===== config.mk =====
export PLATFORM = sky130hd
export DESIGN_NAME = nibble_serial_adder
export DESIGN_NICKNAME = d
export VERILOG_FILES = /design/src/rtl/nibble_serial_adder.sv
export SDC_FILE = /design/constraint.sdc
export NUM_CORES = 1
export LEC_CHECK = 0
export BUFFER_PORTS_ARGS = -buffer_cell sky130_fd_sc_hd__buf_2
export CAP_MARGIN = 10
export CORE_MARGIN = 2
export CORE_UTILIZATION = 40
export CTS_CLUSTER_DIAMETER = 120
export DETAILED_ROUTE_END_ITERATION = 10
export RECOVER_POWER = 50
export SYNTH_ARGS = -nofsm -noshare
export SYNTH_HDL_FRONTEND = slang
export SYNTH_SLANG_ARGS = --single-unit

===== constraint.sdc =====
create_clock -name clk -period 2.58 [get_ports clk]
set_clock_uncertainty 0.1 [all_clocks]
set_input_delay 0.516 -clock clk [delete_from_list [all_inputs] [get_ports clk]]
set_output_delay 0.516 -clock clk [all_outputs]
set_load 0.005 [all_outputs]

===== src/rtl/nibble_serial_adder.sv =====
// Serial adder: adds two W-bit operands one nibble per cycle, holding the
// result with a valid/ready handshake until the consumer pops it.
module nibble_serial_adder #(
  parameter int NIBBLES = 4
) (
  input  logic                   clk,
  input  logic                   rst,
  input  logic                   in_valid,
  output logic                   in_ready,
  input  logic [4*NIBBLES-1:0]   a,
  input  logic [4*NIBBLES-1:0]   b,
  input  logic                   cin,
  output logic                   out_valid,
  input  logic                   out_ready,
  output logic [4*NIBBLES-1:0]   sum,
  output logic                   cout,
  output logic                   ovf,
  output logic                   busy
);

  localparam int W     = 4 * NIBBLES;
  localparam int IDX_W = (NIBBLES > 1) ? $clog2(NIBBLES) : 1;

  typedef enum logic [1:0] {IDLE, RUN, DONE} state_t;

  state_t             state_q, state_d;
  logic [W-1:0]       a_q, a_d, b_q, b_d, sum_q, sum_d;
  logic               carry_q, carry_d, cout_q, cout_d, ovf_q, ovf_d;
  logic [IDX_W-1:0]   idx_q, idx_d;

  logic [3:0]         nib_a, nib_b;
  logic [4:0]         slice;
  logic [3:0]         low3;
  logic               last;

  always_ff @(posedge clk) begin
    if (rst) begin
      state_q <= IDLE;
      a_q     <= '0;
      b_q     <= '0;
      sum_q   <= '0;
      carry_q <= 1'b0;
      cout_q  <= 1'b0;
      ovf_q   <= 1'b0;
      idx_q   <= '0;
    end else begin
      state_q <= state_d;
      a_q     <= a_d;
      b_q     <= b_d;
      sum_q   <= sum_d;
      carry_q <= carry_d;
      cout_q  <= cout_d;
      ovf_q   <= ovf_d;
      idx_q   <= idx_d;
    end
  end

  // One 4-bit ripple slice; low3 exposes the carry into bit 3 for overflow.
  always_comb begin
    nib_a = a_q[idx_q*4 +: 4];
    nib_b = b_q[idx_q*4 +: 4];
    slice = {1'b0, nib_a} + {1'b0, nib_b} + {4'b0, carry_q};
    low3  = {1'b0, nib_a[2:0]} + {1'b0, nib_b[2:0]} + {3'b0, carry_q};
    last  = (idx_q == IDX_W'(NIBBLES - 1));
  end

  always_comb begin
    state_d = state_q;
    a_d     = a_q;
    b_d     = b_q;
    sum_d   = sum_q;
    carry_d = carry_q;
    cout_d  = cout_q;
    ovf_d   = ovf_q;
    idx_d   = idx_q;
    case (state_q)
      IDLE: begin
        if (in_valid) begin
          a_d     = a;
          b_d     = b;
          carry_d = cin;
          idx_d   = '0;
          state_d = RUN;
        end
      end
      RUN: begin
        sum_d[idx_q*4 +: 4] = slice[3:0];
        carry_d             = slice[4];
        if (last) begin
          cout_d  = slice[4];
          ovf_d   = low3[3] ^ slice[4];
          idx_d   = '0;
          state_d = DONE;
        end else begin
          idx_d = idx_q + 1'b1;
        end
      end
      DONE: begin
        if (out_ready) state_d = IDLE;
      end
      default: state_d = IDLE;
    endcase
  end

  assign in_ready  = (state_q == IDLE);
  assign out_valid = (state_q == DONE);
  assign busy      = (state_q != IDLE);
  assign sum       = sum_q;
  assign cout      = cout_q;
  assign ovf       = ovf_q;

endmodule


==> flow_metrics.py, run 1 <==
metrics = {
    "outcome": {
        "status": "finished, final reports clean",
    },
    "sta": {
        "finalCritPeriodShare": 0.933,
        "hold_viol": 0,
        "slew_headroom": 0.236,
        "fin_crit_ps": 2410,
        "slew_viol_final": 0,
        "max_freq_mhz": 416,
        "fin_tns_setup_ps": 0,
        "rsz0062_at_grt": "no",
        "setup_slack_ps": 174,
        "worst_pin_slew_ps": 1140,
        "setup_violations": 0,
    },
    "power_and_ir_drop": {
        "p_per_area_mw_per_mm2": 560,
        "cellLeakagePower_nw": 1.19,
        "max-vdd-ir-drop_v": 0.000293,
    },
    "place": {
        "dp_hpwl_mm": 3.82,
        "dp_cells": 399,
        "dp_slack_ps": 4.64,
        "place.gp.congestion": 0.816,
        "portBuffers": 57,
    },
    "floorplan": {
        "start_util": 0.419,
        "ios": 58,
        "die_w_um": 83.4,
        "fp.dieH_um": 83.4,
        "rows": 28,
        "core-area_mm2": 0.00603,
        "dieArea_mm2": 0.00696,
    },
    "detailed_routing": {
        "drt_pass1_iterations": 4,
        "detail_route.wl_per_cell_um": 12.9,
        "drt_iter0_drc": 61,
        "routed_wirelength_mm": 5.26,
        "drc": 0,
        "vias_per_cell": 5.05,
        "num_vias": 2056,
        "ant_nets": 0,
    },
    "final_layout": {
        "nets": 379,
        "fin_util": 0.486,
        "stdcell_count": 407,
        "area_growth_syn_to_layout_pct": 16.1,
        "fillers": 605,
        "layout-drive-gt1-share": 0.280,
        "antennaDiodeCount": 0,
    },
    "clock_tree": {
        "numCtsBuffers": 5,
        "cts.clk_slew.worst_paths_ps": 100,
        "clock_latency_ps": 310,
        "holdBufCountCts": 0,
        "cts-htree-levels": 2,
        "cts.sinks": 55,
        "clockBufferDepth": 2,
        "cts-root-buf": "clkbuf_8",
        "cts_tree": "yes",
        "post_cts_buffers": 0,
    },
    "worst_setup_path": {
        "worst-path-buf-inv": 2,
        "critPathMaxStageDelay_ps": 520,
        "end_kind": "register",
        "r2r_cells": 7,
        "start_kind": "register",
        "critPathArrivalTime_ps": 2550,
        "crit_type": "reg2reg",
        "regToRegSetupSlack_ps": 170,
        "worstPathRequired_ps": 2730,
        "cpMaxStageDelayCell": "mux4_2",
        "reg2reg_to": "sum[1]$_SDFFE_PP0P_",
        "critPathMaxFanout": 6,
        "path_cells": "mux4_2, fa_1, inv_1, fa_1, inv_1, a22oi_1, nor2_1",
        "worstReg2RegStart": "idx_q[0]$_SDFFE_PP0P_",
        "startpoint": "idx_q[0]$_SDFFE_PP0P_",
        "crit_family": "adder cells",
    },
    "synth": {
        "ys_types": 38,
        "synth_top_area_cell": "dfxtp_1",
        "ys_ff_latch": 55,
        "yosys-top-cells-area": "dfxtp_1 (44%), nand2_1 (11%), mux4_2 (6.2%)",
        "ys_warn_count": 0,
        "yosysTopAreaCellShare": 0.436,
        "synth_edf_count": 0,
        "synth_commonest_cells": "nand2_1 (77), dfxtp_1 (55), a21oi_1 (29)",
        "synth_seq_area_share": 0.436,
        "synth_most_common_cell": "nand2_1",
        "syn_nets": 324,
        "synth_area_mm2": 0.00252,
        "avgSynthCellArea_um2": 9.14,
        "syn_inst": 276,
        "synthArstFlopShare": 0,
        "synth_top_flop_cell": "dfxtp_1",
    },
    "global_route": {
        "track_usage": 0.159,
        "antenna_found_initial": 0,
        "overflow": 0,
        "grt_max_degree": 37,
        "grt_pass1_wl_mm": 9.10,
        "grt_pass1_vias": 1948,
    },
    "hold_path": {
        "hold_depth": 3,
        "hp-class": "in2reg",
        "hold_start": "b[15]",
        "whs_endpoint": "b_q[15]$_SDFFE_PP0P_",
    },
    "job": {
        "cap_violations": 0,
    },
}
## tightest hold or removal path: stages
cell and delay, ps:
buf_2 90, nand2_1 50, a21oi_1 50
## cell families (layout without fill, tap and decap cells)
group	count (synthesis)	count (layout)	share of synthesized area
xor+xnor	2	2	0.00694
simple gates	118	118	0.213
compound gates	59	59	0.153
mux	8	8	0.0729
buf+inv	23	79	0.0580
fa+ha+maj	11	11	0.0605
flops	55	55	0.436
## metrics by stage
step / area (µm²) / hold slack, ps / total power, mW
final: 2930 / 331 / 1.64
after global routing: 2930 / 324 / 1.73
after CTS: 2940 / 325 / 1.66
after detailed placement: 2850 / 347 / 1.20
after global placement: 2850 / 341 / 1.19
after floorplan: 2520 / 332 / 1.12
## final cells by class
cell class | count | area, µm² | share of cell area
inverters | 7 | 26.3 | 0.00897
flip-flops and latches | 55 | 1100 | 0.377
well taps | 75 | 93.8 | 0.0320
clock inverters | 2 | 12.5 | 0.00427
clock buffers | 6 | 72.6 | 0.0248
multi-input cells | 198 | 1280 | 0.436
repair buffers | 64 | 344 | 0.117
## layout by cell type, fill, tap and decap left out, drive strengths merged
cell type  count
nand2         78
buf           59
dfxtp         55
a21oi         41
nor2          20
a22oi         12
clkbuf        11
ha             9
mux4           8
inv            7
nand3          5
nand2b         4
xnor2          2
a31oi          2
nor3           2
fa             2
and2b          2
nor4           2
and2           1
and4bb         1
and3b          1
a211oi         1
o21bai         1
or3b           1
a32oi          1
a311oi         1
and3           1
clkinv         1
clkinvlp       1
## how the worst max path moves through the flow
stage / endpoint / slack, ps / depth (start not counted)
floorplan: ovf$_SDFFE_PP0P_ / 10 / 9
global placement: sum[11]$_SDFFE_PP0P_ / 70 / 6
detailed placement: sum[11]$_SDFFE_PP0P_ / 5 / 6
CTS: sum[1]$_SDFFE_PP0P_ / 10 / 7
global route: sum[1]$_SDFFE_PP0P_ / 9 / 7
finish: sum[1]$_SDFFE_PP0P_ / 170 / 7
## repair_timing
action                     CTS  global route
hold endpoints to repair     0             0
setup endpoints to repair    1            13
pin swaps                    0             1
resized for setup            1             2
## registers in the layout, summed over array words and instances, names as in the netlist
signal and cells:
ovf 1, carry_q 1, sum 16, idx_q 2, cout 1, b_q 16
a_q 16, state_q 2
## routing by layer
layer / global-route usage / vias to the layer above / wire (µm)
met5: 0 / - / 0
li1: - / 1054 / -
met2: 0.250 / 54 / 2320
met1: 0.220 / 941 / 2630
met3: 0.0308 / 7 / 228
met4: 0.0557 / 0 / 70
## where the power goes
| group | leakage, nW | internal (mW) | switching [mW] |
|---|---|---|---|
| combinational | 0.696 | 0.115 | 0.151 |
| sequential | 0.450 | 0.886 | 0.0235 |
| clock | 0.0412 | 0.190 | 0.276 |
| total | 1.19 | 1.19 | 0.451 |
No activity file was read; power rests on OpenSTA's default activity.
==> run 2: changes to the inputs <==
--- a/config.mk
+++ b/config.mk
@@ -5,6 +5,7 @@
 export SDC_FILE = /design/constraint.sdc
 export NUM_CORES = 1
 export LEC_CHECK = 0
+export ABC_AREA = 1
 export BUFFER_PORTS_ARGS = -buffer_cell sky130_fd_sc_hd__buf_2
 export CAP_MARGIN = 10
 export CORE_MARGIN = 2
==> run 2 against run 1 <==
Setup slack improved by 16 ps. Sequential share of layout area fell by 0.085 points. Power rose by 11%. Combinational power rose by 42%. Area after synthesis fell by 2.0%. Final area did not move. Sequential cell count did not move. Largest power group unchanged.
==> flow_metrics.py, run 2 <==
metrics = {
    "sta": {
        "fin_crit_ps": 2390,
        "fin_tns_setup_ps": 0,
        "slew_headroom": 0.345,
        "max_freq_mhz": 418,
        "setup_slack_ps": 190,
        "hold_viol": 0,
        "slew_viol_final": 0,
        "worst_pin_slew_ps": 982,
        "setup_violations": 0,
        "finalCritPeriodShare": 0.927,
        "holdWs_ps": 350,
        "rsz0062_at_grt": "no",
    },
    "floorplan": {
        "fp.dieH_um": 82.6,
        "core-area_mm2": 0.00596,
        "rows": 28,
        "ios": 58,
        "die_w_um": 82.6,
        "start_util": 0.415,
        "dieArea_mm2": 0.00683,
    },
    "synth": {
        "synth_most_common_cell": "nor2_1",
        "synth_commonest_cells": "nor2_1 (87), dfxtp_1 (55), o21ai_0 (44)",
        "synth_edf_count": 0,
        "synth_area_mm2": 0.00247,
        "yosysTopAreaCellShare": 0.445,
        "synthArstFlopShare": 0,
        "avgSynthCellArea_um2": 7.45,
        "synth_seq_area_share": 0.445,
        "syn_inst": 332,
        "ys_ff_latch": 55,
        "yosys-top-cells-area": "dfxtp_1 (45%), nor2_1 (13%), o21ai_0 (8.9%)",
        "synth_top_flop_cell": "dfxtp_1",
        "syn_nets": 380,
        "ys_warn_count": 0,
        "ys_types": 28,
        "synth_top_area_cell": "dfxtp_1",
    },
    "detailed_routing": {
        "drc": 0,
        "num_vias": 2261,
        "ant_nets": 0,
        "drt_iter0_drc": 89,
        "topRoutingLayerUsed": "met4",
        "dr_wl_met2_mm": 2.54,
        "drt-met1-wl_mm": 2.82,
        "dr_wl_met3_um": 306,
        "vias_per_cell": 4.89,
        "drt_pass1_iterations": 4,
        "routed_wirelength_mm": 5.76,
        "detail_route.wl_per_cell_um": 12.5,
    },
    "place": {
        "dp_slack_ps": 188,
        "dp_hpwl_mm": 4.26,
        "placed_cell_area_mm2": 0.00284,
        "place.gp.congestion": 0.888,
        "dp_cells": 454,
        "portBuffers": 57,
    },
    "final_layout": {
        "area_growth_syn_to_layout_pct": 18.5,
        "fin_area_mm2": 0.00293,
        "multi_input_area_mm2": 0.00124,
        "register_area_mm2": 0.00110,
        "nets": 434,
        "stdcell_count": 462,
        "antennaDiodeCount": 0,
        "fillers": 644,
        "final_cell_mix": "nor2_1 (88), dfxtp_1 (54), nand2_1 (43), o21ai_0 (43), buf_2 (41)",
        "layout_commonest_cell": "nor2_1",
        "layout-drive-gt1-share": 0.176,
    },
    "clock_tree": {
        "cts.sinks": 55,
        "holdBufCountCts": 0,
        "cts_tree": "yes",
        "numCtsBuffers": 5,
        "cts-root-buf": "clkbuf_8",
        "post_cts_buffers": 0,
        "cts-htree-levels": 2,
        "clock_latency_ps": 310,
        "cts.clk_slew.worst_paths_ps": 100,
        "cts_resized": 0,
        "clockBufferDepth": 2,
    },
    "worst_setup_path": {
        "worst-path-buf-inv": 2,
        "path_cells": "inv_2, o21ai_0, o22ai_1, fa_1, inv_1, fa_1, nor3_2, a22oi_1, nor2_1",
        "crit_family": "adder cells",
        "cpMaxStageDelayCell": "fa_1",
        "crit_type": "reg2reg",
        "critPathMaxStageDelay_ps": 470,
        "start_kind": "register",
        "worstPathRequired_ps": 2740,
        "crit_top_cell": "fa_1",
        "end_kind": "register",
        "critPathMaxFanout": 17,
        "critPathArrivalTime_ps": 2550,
    },
    "global_route": {
        "grt_pass1_vias": 2030,
        "antenna_found_initial": 0,
        "grt_max_degree": 35,
        "grt_pass1_wl_mm": 9.30,
        "overflow": 0,
        "track_usage": 0.180,
    },
    "power_and_ir_drop": {
        "max-vdd-ir-drop_v": 0.000279,
        "p_per_area_mw_per_mm2": 623,
        "cellLeakagePower_nw": 1.23,
    },
    "job": {
        "cap_violations": 0,
    },
    "outcome": {
        "status": "finished, final reports clean",
    },
    "hold_path": {
        "hp-class": "in2reg",
    },
}
==> run 2: kinds of logic after synthesis <==
family / Yosys count / share of synthesized area
and+or+nand+nor: 150 / 0.258
DFF: 55 / 0.445
buffers and inverters: 35 / 0.0572
xor gates and xnor gates: 1 / 0.00354
AOI/OAI and AO/OA: 80 / 0.175
adders and majority gates: 11 / 0.0617
==> run 2: layout make-up <==
cell class	count	share of cell area
Inverter	19	0.0243
Tap cell	75	0.0320
Sequential cell	55	0.376
Clock buffer	8	0.0342
Multi-Input combinational cell	242	0.423
Timing Repair Buffer	63	0.110
==> run 2: per-layer routing <==
| metal | global-route usage | up-vias |
|---|---|---|
| li1 | - | 1195 |
| met2 | 0.290 | 59 |
| met3 | 0.0370 | 8 |
| met4 | 0.0639 | 0 |
| met5 | 0 | - |
| met1 | 0.240 | 999 |
==> run 2: path summary, 6_finish.rpt <==
kind | start | end | slack, ps | depth (start not counted)
setup reg to reg | idx_q[0]$_SDFFE_PP0P_ | sum[5]$_SDFFE_PP0P_ | 190 | 9
hold reg to reg | cout$_SDFFE_PP0P_ | cout$_SDFFE_PP0P_ | 370 | 2
hold / removal | a[15] | a_q[15]$_SDFFE_PP0P_ | 350 | 3
setup / recovery | idx_q[0]$_SDFFE_PP0P_ | sum[5]$_SDFFE_PP0P_ | 190 | 9
==> run 2: tightest hold or removal path, stage by stage <==
cell,delay [ps]
buf_2,70
o21ai_1,60
nor2_1,70
==> run 2: per-stage QoR <==
step           power [mW]   util
2_1_floorplan        1.20      -
3_3_place_gp         1.32  0.477
3_5_place_dp         1.33  0.477
4_1_cts              1.84  0.493
5_1_grt              1.93  0.492
6_report             1.83  0.492
==> run 2: where the power goes <==
part / leakage [nW] / total (mW) / switching (mW) / internal (mW)
Clock: 0.0515 / 0.514 / 0.269 / 0.246
Combinational: 0.731 / 0.378 / 0.228 / 0.150
Sequential: 0.452 / 0.935 / 0.0332 / 0.901
Total: 1.23 / 1.83 / 0.529 / 1.30
==> run 3: changes to the inputs <==
--- a/config.mk
+++ b/config.mk
@@ -12,6 +12,7 @@
 export CORE_UTILIZATION = 40
 export CTS_CLUSTER_DIAMETER = 120
 export DETAILED_ROUTE_END_ITERATION = 10
+export PLACE_DENSITY = 0.65
 export RECOVER_POWER = 50
 export SYNTH_ARGS = -nofsm -noshare
 export SYNTH_HDL_FRONTEND = slang
==> run 3 against run 2 <==
Sequential cell count stayed put. Core utilization is 0.36 points lower. First-iteration DRC count is 27% lower. Final area is 0.73% lower. Critical endpoint is now sum[6]$_SDFFE_PP0P_. Maximum frequency is 1.0% higher. Sequential share of layout area is 0.23 points higher. Highest routed layer unchanged. Register-to-register slack better by 20 ps. Global-route usage is 0.78 points lower. Combinational power is 4% lower. Worst hold slack worse by 21 ps. Count of clock-buffer cells in the layout is 3 lower.
==> flow_metrics.py, run 3 (synthesis gave the netlist of run 2 again) <==
metrics = {
    "outcome": {
        "status": "finished, final reports clean",
    },
    "floorplan": {
        "fp.dieH_um": 82.6,
        "die_w_um": 82.6,
        "rows": 28,
        "dieArea_mm2": 0.00683,
        "start_util": 0.415,
        "ios": 58,
        "core-area_mm2": 0.00596,
    },
    "final_layout": {
        "layout-drive-gt1-share": 0.173,
        "fin_util": 0.488,
        "multi_input_area_mm2": 0.00123,
        "stdcell_count": 463,
        "register_area_mm2": 0.00110,
        "layout_commonest_cell": "nor2_1",
        "area_growth_syn_to_layout_pct": 17.7,
        "fillers": 634,
        "antennaDiodeCount": 0,
        "final_cell_mix": "nor2_1 (88), dfxtp_1 (55), nand2_1 (43), o21ai_0 (43), buf_2 (40)",
        "nets": 435,
        "fin_area_mm2": 0.00291,
    },
    "detailed_routing": {
        "ant_nets": 0,
        "detail_route.wl_per_cell_um": 11.7,
        "drt_iter0_drc": 65,
        "num_vias": 2239,
        "drc": 0,
        "routed_wirelength_mm": 5.43,
        "drt_pass1_iterations": 4,
        "vias_per_cell": 4.84,
    },
    "power_and_ir_drop": {
        "max-vdd-ir-drop_v": 0.000248,
        "finalPower_mw": 1.78,
        "p_seq_frac": 0.524,
        "p_int_mw": 1.24,
        "power_frac_comb": 0.205,
        "p_sw_uw": 539,
        "pwr-share-clk": 0.271,
        "p_sw_frac": 0.303,
        "p_per_area_mw_per_mm2": 611,
        "cellLeakagePower_nw": 1.22,
    },
    "worst_setup_path": {
        "crit_type": "reg2reg",
        "end_kind": "register",
        "start_kind": "register",
        "critPathMaxFanout": 11,
        "regToRegSetupSlack_ps": 210,
        "critPathArrivalTime_ps": 2510,
        "worstPathRequired_ps": 2730,
    },
    "clock_tree": {
        "cts-htree-levels": 2,
        "clockBufferDepth": 2,
        "numCtsBuffers": 5,
        "clock_latency_ps": 310,
        "cts_tree": "yes",
        "cts-root-buf": "clkbuf_8",
        "cts.sinks": 55,
        "cts.clk_slew.worst_paths_ps": 100,
    },
    "global_route": {
        "track_usage": 0.173,
        "overflow": 0,
        "grt_pass1_vias": 2017,
        "grt_max_degree": 35,
        "antenna_found_initial": 0,
        "grt_pass1_wl_mm": 9.08,
    },
    "place": {
        "portBuffers": 57,
        "placed_cell_area_mm2": 0.00283,
        "dp_slack_ps": 229,
        "place.gp.congestion": 0.901,
        "dp_cells": 455,
        "dp_hpwl_mm": 4.08,
    },
    "sta": {
        "finalCritPeriodShare": 0.917,
        "slew_headroom": 0.349,
        "fin_crit_ps": 2370,
        "holdWs_ps": 330,
        "slew_viol_final": 0,
        "setup_violations": 0,
        "setup_slack_ps": 214,
        "worst_pin_slew_ps": 976,
        "max_freq_mhz": 423,
        "fin_tns_setup_ps": 0,
        "rsz0062_at_grt": "no",
        "hold_viol": 0,
    },
    "hold_path": {
        "hp-class": "in2reg",
    },
    "job": {
        "cap_violations": 0,
    },
}
==> run 3: path summary, 6_finish.rpt <==
path / from / to / cells past startpoint
hold / removal: a[15] / a_q[15]$_SDFFE_PP0P_ / 3
setup reg to reg: idx_q[1]$_SDFFE_PP0P_ / sum[6]$_SDFFE_PP0P_ / 11
setup / recovery: idx_q[1]$_SDFFE_PP0P_ / sum[6]$_SDFFE_PP0P_ / 11
hold reg to reg: cout$_SDFFE_PP0P_ / cout$_SDFFE_PP0P_ / 2
==> run 3: critical path, cell delays in order, from the launching register on <==
cell and delay, ps:
dfxtp_1 320, inv_1 220, o21ai_0 140, o22ai_1 200, fa_1 240, inv_1 60, fa_1 400, xnor2_1 210
nand2_1 70, nor2_1 140, nand2_1 70, a21oi_1 120
==> run 3: power groups by stage <==
stage                     logic [mW]  registers (mW)  clock network [mW]
after CTS                      0.365           0.933               0.500
final                          0.364           0.932               0.481
after floorplan                0.255           0.945                   0
after detailed placement       0.364           0.952                   0
after global placement         0.357           0.952                   0
after global routing           0.422           0.939               0.530
==> run 3: area by class of cell <==
class,instances,area share
multi-input combinational,242,0.424
sequential,55,0.378
timing repair buffer,64,0.109
tap,75,0.0323
inverter,19,0.0245
clock buffer,5,0.0237
clock inverter,3,0.00860
==> run 3: per-layer routing <==
layer,track usage,vias to the layer above,routed length [µm]
li1,-,1201,-
met1,0.222,983,2610
met2,0.284,46,2490
met3,0.0337,9,233
met4,0.0689,0,91
met5,0,-,0
==> run 3: repair_timing <==
action | CTS | global route
setup endpoints to repair | 0 | 3
buffers inserted | 0 | 0
gates resized for setup | 0 | 2
endpoints found under the hold margin | 0 | 0
hold buffers | 0 | 0
